## config.mk

```make
export PLATFORM = sky130hd
export DESIGN_NAME = jt51_wrqueue
export DESIGN_NICKNAME = d
export VERILOG_FILES = /design/src/rtl/jt51_wrq_pkg.sv /design/src/rtl/jt51_wrq_fifo.sv /design/src/rtl/jt51_wrqueue.sv
export SDC_FILE = /design/constraint.sdc
export NUM_CORES = 1
export LEC_CHECK = 0
export BUFFER_PORTS_ARGS = -buffer_cell sky130_fd_sc_hd__buf_2
export CORE_MARGIN = 3
export CORE_UTILIZATION = 45
export DETAILED_ROUTE_END_ITERATION = 7
export GPL_TIMING_DRIVEN = 0
export RECOVER_POWER = 25
export REMOVE_ABC_BUFFERS = 1
export SYNTH_ARGS = -nofsm -noshare
export SYNTH_HDL_FRONTEND = slang
export SYNTH_SLANG_ARGS = --single-unit
export TNS_END_PERCENT = 1
```

## constraint.sdc

```tcl
create_clock -name clk -period 4.6 [get_ports clk]
set_input_delay 0.69 -clock clk [delete_from_list [all_inputs] [get_ports clk]]
set_output_delay 0.69 -clock clk [all_outputs]
set_load 0.02 [all_outputs]
```

## src/rtl/jt51_wrq_pkg.sv

```systemverilog
// Shared types for the jt51 host write queue: FSM encoding, a0 levels and the
// 16-bit FIFO entry layout {addr[15:8], data[7:0]}.
package jt51_wrq_pkg;

   typedef enum logic [2:0] {
      ST_IDLE   = 3'd0,
      ST_ADDR   = 3'd1,
      ST_GRD_A  = 3'd2,
      ST_WAIT_A = 3'd3,
      ST_DATA   = 3'd4,
      ST_GRD_D  = 3'd5,
      ST_WAIT_D = 3'd6
   } wrq_state_t;

   localparam logic YM_A0_ADDR = 1'b0;
   localparam logic YM_A0_DATA = 1'b1;

   localparam int WRQ_ENTRY_W = 16;

   typedef struct packed {
      logic [7:0] addr;
      logic [7:0] data;
   } wrq_entry_t;

endpackage

```

## src/rtl/jt51_wrq_fifo.sv

```systemverilog
// Single-clock FIFO with extra-bit pointers, occupancy count and a sticky
// overflow flag for pushes dropped while full.
module jt51_wrq_fifo #(
   parameter int DEPTH_LOG2 = 4,
   parameter int WIDTH      = 16
) (
   input  logic                  clk_i,
   input  logic                  rst_i,
   input  logic                  push_i,
   input  logic [WIDTH-1:0]      wdata_i,
   input  logic                  pop_i,
   output logic [WIDTH-1:0]      rdata_o,
   output logic                  full_o,
   output logic                  empty_o,
   output logic [DEPTH_LOG2:0]   level_o,
   output logic                  overflow_o
);

   localparam int DEPTH = 2**DEPTH_LOG2;
   localparam logic [DEPTH_LOG2:0] PTR_ONE = {{DEPTH_LOG2{1'b0}}, 1'b1};

   logic [WIDTH-1:0]    mem_q [DEPTH];
   logic [DEPTH_LOG2:0] wr_ptr_q, wr_ptr_d;
   logic [DEPTH_LOG2:0] rd_ptr_q, rd_ptr_d;
   logic                ovf_q, ovf_d;
   logic                push_ok, pop_ok;

   // Same index with differing wrap bits means the write side lapped the read side.
   assign full_o     = (wr_ptr_q[DEPTH_LOG2] != rd_ptr_q[DEPTH_LOG2]) &&
                       (wr_ptr_q[DEPTH_LOG2-1:0] == rd_ptr_q[DEPTH_LOG2-1:0]);
   assign empty_o    = (wr_ptr_q == rd_ptr_q);
   assign level_o    = wr_ptr_q - rd_ptr_q;
   assign overflow_o = ovf_q;
   assign rdata_o    = mem_q[rd_ptr_q[DEPTH_LOG2-1:0]];

   assign push_ok = push_i && !full_o;
   assign pop_ok  = pop_i && !empty_o;

   always_comb begin
      wr_ptr_d = wr_ptr_q;
      rd_ptr_d = rd_ptr_q;
      ovf_d    = ovf_q | (push_i & full_o);
      if (push_ok) wr_ptr_d = wr_ptr_q + PTR_ONE;
      if (pop_ok)  rd_ptr_d = rd_ptr_q + PTR_ONE;
   end

   always_ff @(posedge clk_i or posedge rst_i) begin
      if (rst_i) begin
         wr_ptr_q <= '0;
         rd_ptr_q <= '0;
         ovf_q    <= 1'b0;
      end else begin
         wr_ptr_q <= wr_ptr_d;
         rd_ptr_q <= rd_ptr_d;
         ovf_q    <= ovf_d;
      end
   end

   always_ff @(posedge clk_i) begin
      if (push_ok) mem_q[wr_ptr_q[DEPTH_LOG2-1:0]] <= wdata_i;
   end

endmodule

```

## src/rtl/jt51_wrqueue.sv

```systemverilog
// Host register-write queue in front of jt51: buffers (addr, data) pairs and
// replays them as address/data bus writes, honouring the busy flag.
// Optional macro JT51_WRQ_ADDR_CACHE_EN skips the address write when it repeats.
module jt51_wrqueue
   import jt51_wrq_pkg::*;
#(
   parameter int DEPTH_LOG2 = 4,
   parameter int GUARD      = 2
) (
   input  logic                  clk,
   input  logic                  rst,
   input  logic                  push,
   input  logic [7:0]            push_addr,
   input  logic [7:0]            push_data,
   output logic                  full,
   output logic                  empty,
   output logic [DEPTH_LOG2:0]   level,
   output logic                  overflow,
   output logic                  idle,
   input  logic                  ym_busy,
   output logic                  ym_cs_n,
   output logic                  ym_wr_n,
   output logic                  ym_a0,
   output logic [7:0]            ym_din
);

   localparam int GW = $clog2(GUARD + 1);
   localparam logic [GW-1:0] GRD_LAST = GW'(GUARD - 1);
   localparam logic [GW-1:0] GRD_ONE  = GW'(1);

   wrq_entry_t push_ent, head;
   logic       pop;

   assign push_ent = '{addr: push_addr, data: push_data};

   jt51_wrq_fifo #(
      .DEPTH_LOG2 (DEPTH_LOG2),
      .WIDTH      (WRQ_ENTRY_W)
   ) u_fifo (
      .clk_i      (clk),
      .rst_i      (rst),
      .push_i     (push),
      .wdata_i    (push_ent),
      .pop_i      (pop),
      .rdata_o    (head),
      .full_o     (full),
      .empty_o    (empty),
      .level_o    (level),
      .overflow_o (overflow)
   );

   wrq_state_t    state_q, state_d;
   logic          hold_vld_q, hold_vld_d, hold_load;
   logic [7:0]    haddr_q, hdata_q;
   logic          cs_n_q, cs_n_d, wr_n_q, wr_n_d, a0_q, a0_d;
   logic [7:0]    din_q, din_d;
   logic [GW-1:0] grd_q, grd_d;
   logic          cache_hit;

`ifdef JT51_WRQ_ADDR_CACHE_EN
   logic [7:0] last_addr_q;
   logic       cache_vld_q;

   assign cache_hit = cache_vld_q && (last_addr_q == haddr_q);

   always_ff @(posedge clk or posedge rst) begin
      if (rst) begin
         last_addr_q <= '0;
         cache_vld_q <= 1'b0;
      end else if (state_q == ST_IDLE && state_d == ST_ADDR) begin
         last_addr_q <= haddr_q;
         cache_vld_q <= 1'b1;
      end
   end
`else
   assign cache_hit = 1'b0;
`endif

   // The pop cycle fills the hold registers; the next edge enters ADDR (or DATA)
   // with the strobe already registered, so outputs change on state entry.
   always_comb begin
      state_d    = state_q;
      hold_vld_d = hold_vld_q;
      hold_load  = 1'b0;
      pop        = 1'b0;
      cs_n_d     = 1'b1;
      wr_n_d     = 1'b1;
      a0_d       = a0_q;
      din_d      = din_q;
      grd_d      = grd_q;
      unique case (state_q)
         ST_IDLE: begin
            if (hold_vld_q) begin
               hold_vld_d = 1'b0;
               cs_n_d     = 1'b0;
               wr_n_d     = 1'b0;
               if (cache_hit) begin
                  state_d = ST_DATA;
                  a0_d    = YM_A0_DATA;
                  din_d   = hdata_q;
               end else begin
                  state_d = ST_ADDR;
                  a0_d    = YM_A0_ADDR;
                  din_d   = haddr_q;
               end
            end else if (!empty) begin
               pop        = 1'b1;
               hold_load  = 1'b1;
               hold_vld_d = 1'b1;
            end
         end
         ST_ADDR: begin
            state_d = ST_GRD_A;
            grd_d   = '0;
         end
         ST_GRD_A: begin
            if (grd_q == GRD_LAST) state_d = ST_WAIT_A;
            else                   grd_d   = grd_q + GRD_ONE;
         end
         ST_WAIT_A: begin
            if (!ym_busy) begin
               state_d = ST_DATA;
               cs_n_d  = 1'b0;
               wr_n_d  = 1'b0;
               a0_d    = YM_A0_DATA;
               din_d   = hdata_q;
            end
         end
         ST_DATA: begin
            state_d = ST_GRD_D;
            grd_d   = '0;
         end
         ST_GRD_D: begin
            if (grd_q == GRD_LAST) state_d = ST_WAIT_D;
            else                   grd_d   = grd_q + GRD_ONE;
         end
         ST_WAIT_D: begin
            if (!ym_busy) state_d = ST_IDLE;
         end
         default: state_d = ST_IDLE;
      endcase
   end

   always_ff @(posedge clk or posedge rst) begin
      if (rst) begin
         state_q    <= ST_IDLE;
         hold_vld_q <= 1'b0;
         cs_n_q     <= 1'b1;
         wr_n_q     <= 1'b1;
         a0_q       <= 1'b0;
         din_q      <= '0;
         grd_q      <= '0;
      end else begin
         state_q    <= state_d;
         hold_vld_q <= hold_vld_d;
         cs_n_q     <= cs_n_d;
         wr_n_q     <= wr_n_d;
         a0_q       <= a0_d;
         din_q      <= din_d;
         grd_q      <= grd_d;
      end
   end

   always_ff @(posedge clk) begin
      if (hold_load) begin
         haddr_q <= head.addr;
         hdata_q <= head.data;
      end
   end

   assign ym_cs_n = cs_n_q;
   assign ym_wr_n = wr_n_q;
   assign ym_a0   = a0_q;
   assign ym_din  = din_q;
   assign idle    = empty && (state_q == ST_IDLE) && !hold_vld_q;

endmodule

```

==> impl_metrics.yaml <==
placed_design:
  place_area_um2: 12720
  place.gp.congestion: 0.7304
  dp.final_hpwl_um: 15990
  portBuffers: 39
floorplanning:
  dieArea_um2: 28370
  die_w_um: 168.4
  chipHeight_um: 168.4
  ios: 40
  core_um2: 25540
  start_util_pct: 46.48
  fp-row-count: 58
grt:
  grt_antenna_before_repair: 1
  grt_pass1_wl_um: 38100
  track_usage_pct: 18.00
  grt_overflow: 0
  grt_pass1_vias: 6100
  grt_max_degree: 59
sta:
  max_freq_mhz: 258.7
  fin_skew_ps: 16.51
  worstMarginPinSlew_ps: 972.0
  hold_violations: 0
  setup_violations: 0
  period_share_pct: 84.02
  maxSlewHeadroom_pct: 35.20
  fin_tns_setup_ps: 0
  period_minus_slack_ps: 3865
  slew_viol_final: 0
  grt_setup_unrepaired: "false"
setup_path:
  critPathMaxFanout: 20
  crit_path_cell_trace: "inv_2 > ha_1 > and4_1 > a21boi_2 > nand2_1 > nor2_2 > buf_8"
  cp_num_buf_inv: 2
  start_kind: "flop"
  criticalPathCategory: "flop to flop"
  cp_slowest_stage_delay_ps: 790
  worst_setup_path_end_kind: "flop"
  crit_slowest_cell: "dfrtp_2"
  critPathTopFamily: "simple AND/OR/NAND/NOR gates"
  cp.arrival_ps: 4110
  required_ps: 4850
drt:
  viasPerCell: 5.747
  drt-initial-drc-count: 677
  drc: 0
  wl_per_cell_um: 24.59
  postRouteAntennaNets: 0
  routed_wl_um: 25360
  drt_pass1_iterations: 5
  via_count: 5925
clock_network:
  postCtsSetupBuffers: 0
  cts.clk_slew.worst_paths_ps: 60
  cts_buffer_depth: 3
  clockRootBuffer: "clkbuf_16"
  cts_made_buffers: 30
  clock-sinks: 299
  h-tree-depth: 1
  clock_latency_ps: 550
  cts_tree: "done"
cells_and_area:
  design_area_um2: 13640
  nNetsFinal: 712
  diodes: 0
  final_common_cell: "edfxtp_1"
  layout_common_cells: "edfxtp_1, mux2i_1, mux4_2"
  drive_above_1_share_pct: 23.54
  syn2layout_area_growth_pct: 14.87
worst_hold_path:
  hp-class: "primary input to async pin"
synth:
  synth_flop_cell: "edfxtp_1"
  ys_ff_latch: 299
  avgSynthCellArea_um2: 19.24
  syn_inst: 617
  ys.warnings.count: 0
  synth_edf_count: 272
  synth_cell_types: 44
  netlist_area_um2: 11870
  ys_seq_area_share_pct: 74.50
  async_flop_share_pct: 9.030
pwr:
  p_total_mw: 8.642
  powerDensity_nw_per_um2: 633.7
  leakage_nw: 4.621
  max-vdd-ir-drop_uv: 479.7
run:
  max-cap-violations: 0
status:
  status: "completed"
-- path summary, 6_finish.rpt --
check / start / endpoint / slack, ps / depth (start not counted)
worst max-delay path: u_fifo.rd_ptr_q[3] / u_fifo.mem_q[9][11] / 740 / 7
worst min-delay path: rst / u_fifo.overflow_o / 130 / 2
worst max register to register: u_fifo.rd_ptr_q[3] / u_fifo.mem_q[9][11] / 740 / 7
worst min register to register: u_fifo.overflow_o / u_fifo.overflow_o / 470 / 1
max in group asynchronous: rst / ym_wr_n / 3940 / 3
min in group clk: push / u_fifo.overflow_o / 380 / 2
-- cell families (layout without fill, tap and decap cells) --
family,after synthesis,count (layout),synth area share [%]
AOI/OAI and AO/OA,83,83,4.858
adders and majority gates,11,11,1.222
muxes,107,107,14.08
xor gates and xnor gates,13,13,0.9590
buffers and inverters,48,132,2.129
and+or+nand+nor,56,56,2.255
DFF,299,299,74.50
-- routing by layer --
| layer | global-route usage, % | share of wire [%] |
|---|---|---|
| met3 | 2.512 | 5.1 |
| met1 | 26.91 | 45 |
| met2 | 28.61 | 48 |
| met5 | 0 | 0.035 |
| met4 | 4.020 | 1.8 |
-- power by group --
part	leakage (nW)	total (mW)	switching, mW	internal [mW]
combinational	1.41	2.65	1.50	1.15
sequential	2.78	3.78	0.343	3.44
clock	0.435	2.21	0.960	1.25
total	4.62	8.64	2.80	5.84
-- repair_timing --
item | in CTS | in global routing
hold buffers | 0 | 0
setup endpoints to repair | 0 | 7
resized for setup | 0 | 1
-- per-stage QoR --
step | hold WS, ps | std cells | setup slack (ps) | util [%]
floorplan | 471.0 | 585 | -474.1 | -
global placement | 433.0 | 954 | -3672 | 48.10
detailed placement | 464.9 | 977 | 177.0 | 49.80
CTS | 362.8 | 1029 | 150.3 | 53.28
global route | 152.7 | 1031 | 519.6 | 53.39
finish | 132.9 | 1031 | 735.0 | 53.39
-- synthesized netlist by cell type (2+ instances only) --
cell	count	share of area, %
dfrtp_1	26	5.5
inv_1	15	0.47
buf_2	10	0.42
mux4_2	48	9.1
a22oi_1	16	1.0
o21ai_1	10	0.42
a32oi_1	16	1.2
nor3_1	4	0.17
xor2_1	2	0.15
a21oi_1	11	0.46
mux2i_1	59	5.0
o21ai_0	17	0.72
xnor2_1	11	0.81
nand4_1	4	0.21
clkbuf_1	10	0.32
nand3_1	3	0.13
buf_4	5	0.32
ha_1	10	1.1
clkbuf_2	2	0.084
o32ai_1	2	0.15
edfxtp_1	272	69
buf_6	3	0.28
nor2_1	25	0.79
nand2b_1	3	0.16
nand2_1	9	0.28
a21o_1	6	0.38
-- registers in the layout, summed over array words and instances, names as in the netlist --
signal / flops
haddr_q: 8
u_fifo.mem_q: 256
state_q: 3
ym_din: 8
hold_vld_q: 1
u_fifo.wr_ptr_q: 5
ym_a0: 1
u_fifo.overflow_o: 1
ym_wr_n: 1
grd_q: 2
hdata_q: 8
u_fifo.rd_ptr_q: 5
-- cell type report --
type                       instances  area [um^2]
fill                            2039        11910
inverter                          16        60.06
timing repair buffer              64        595.6
sequential                       299         8853
clock buffer                      37        777.0
clock inverter                    15        111.4
multi-input combinational        270         2828
tap                              330        412.9
No activity file was read; power rests on OpenSTA's default activity.
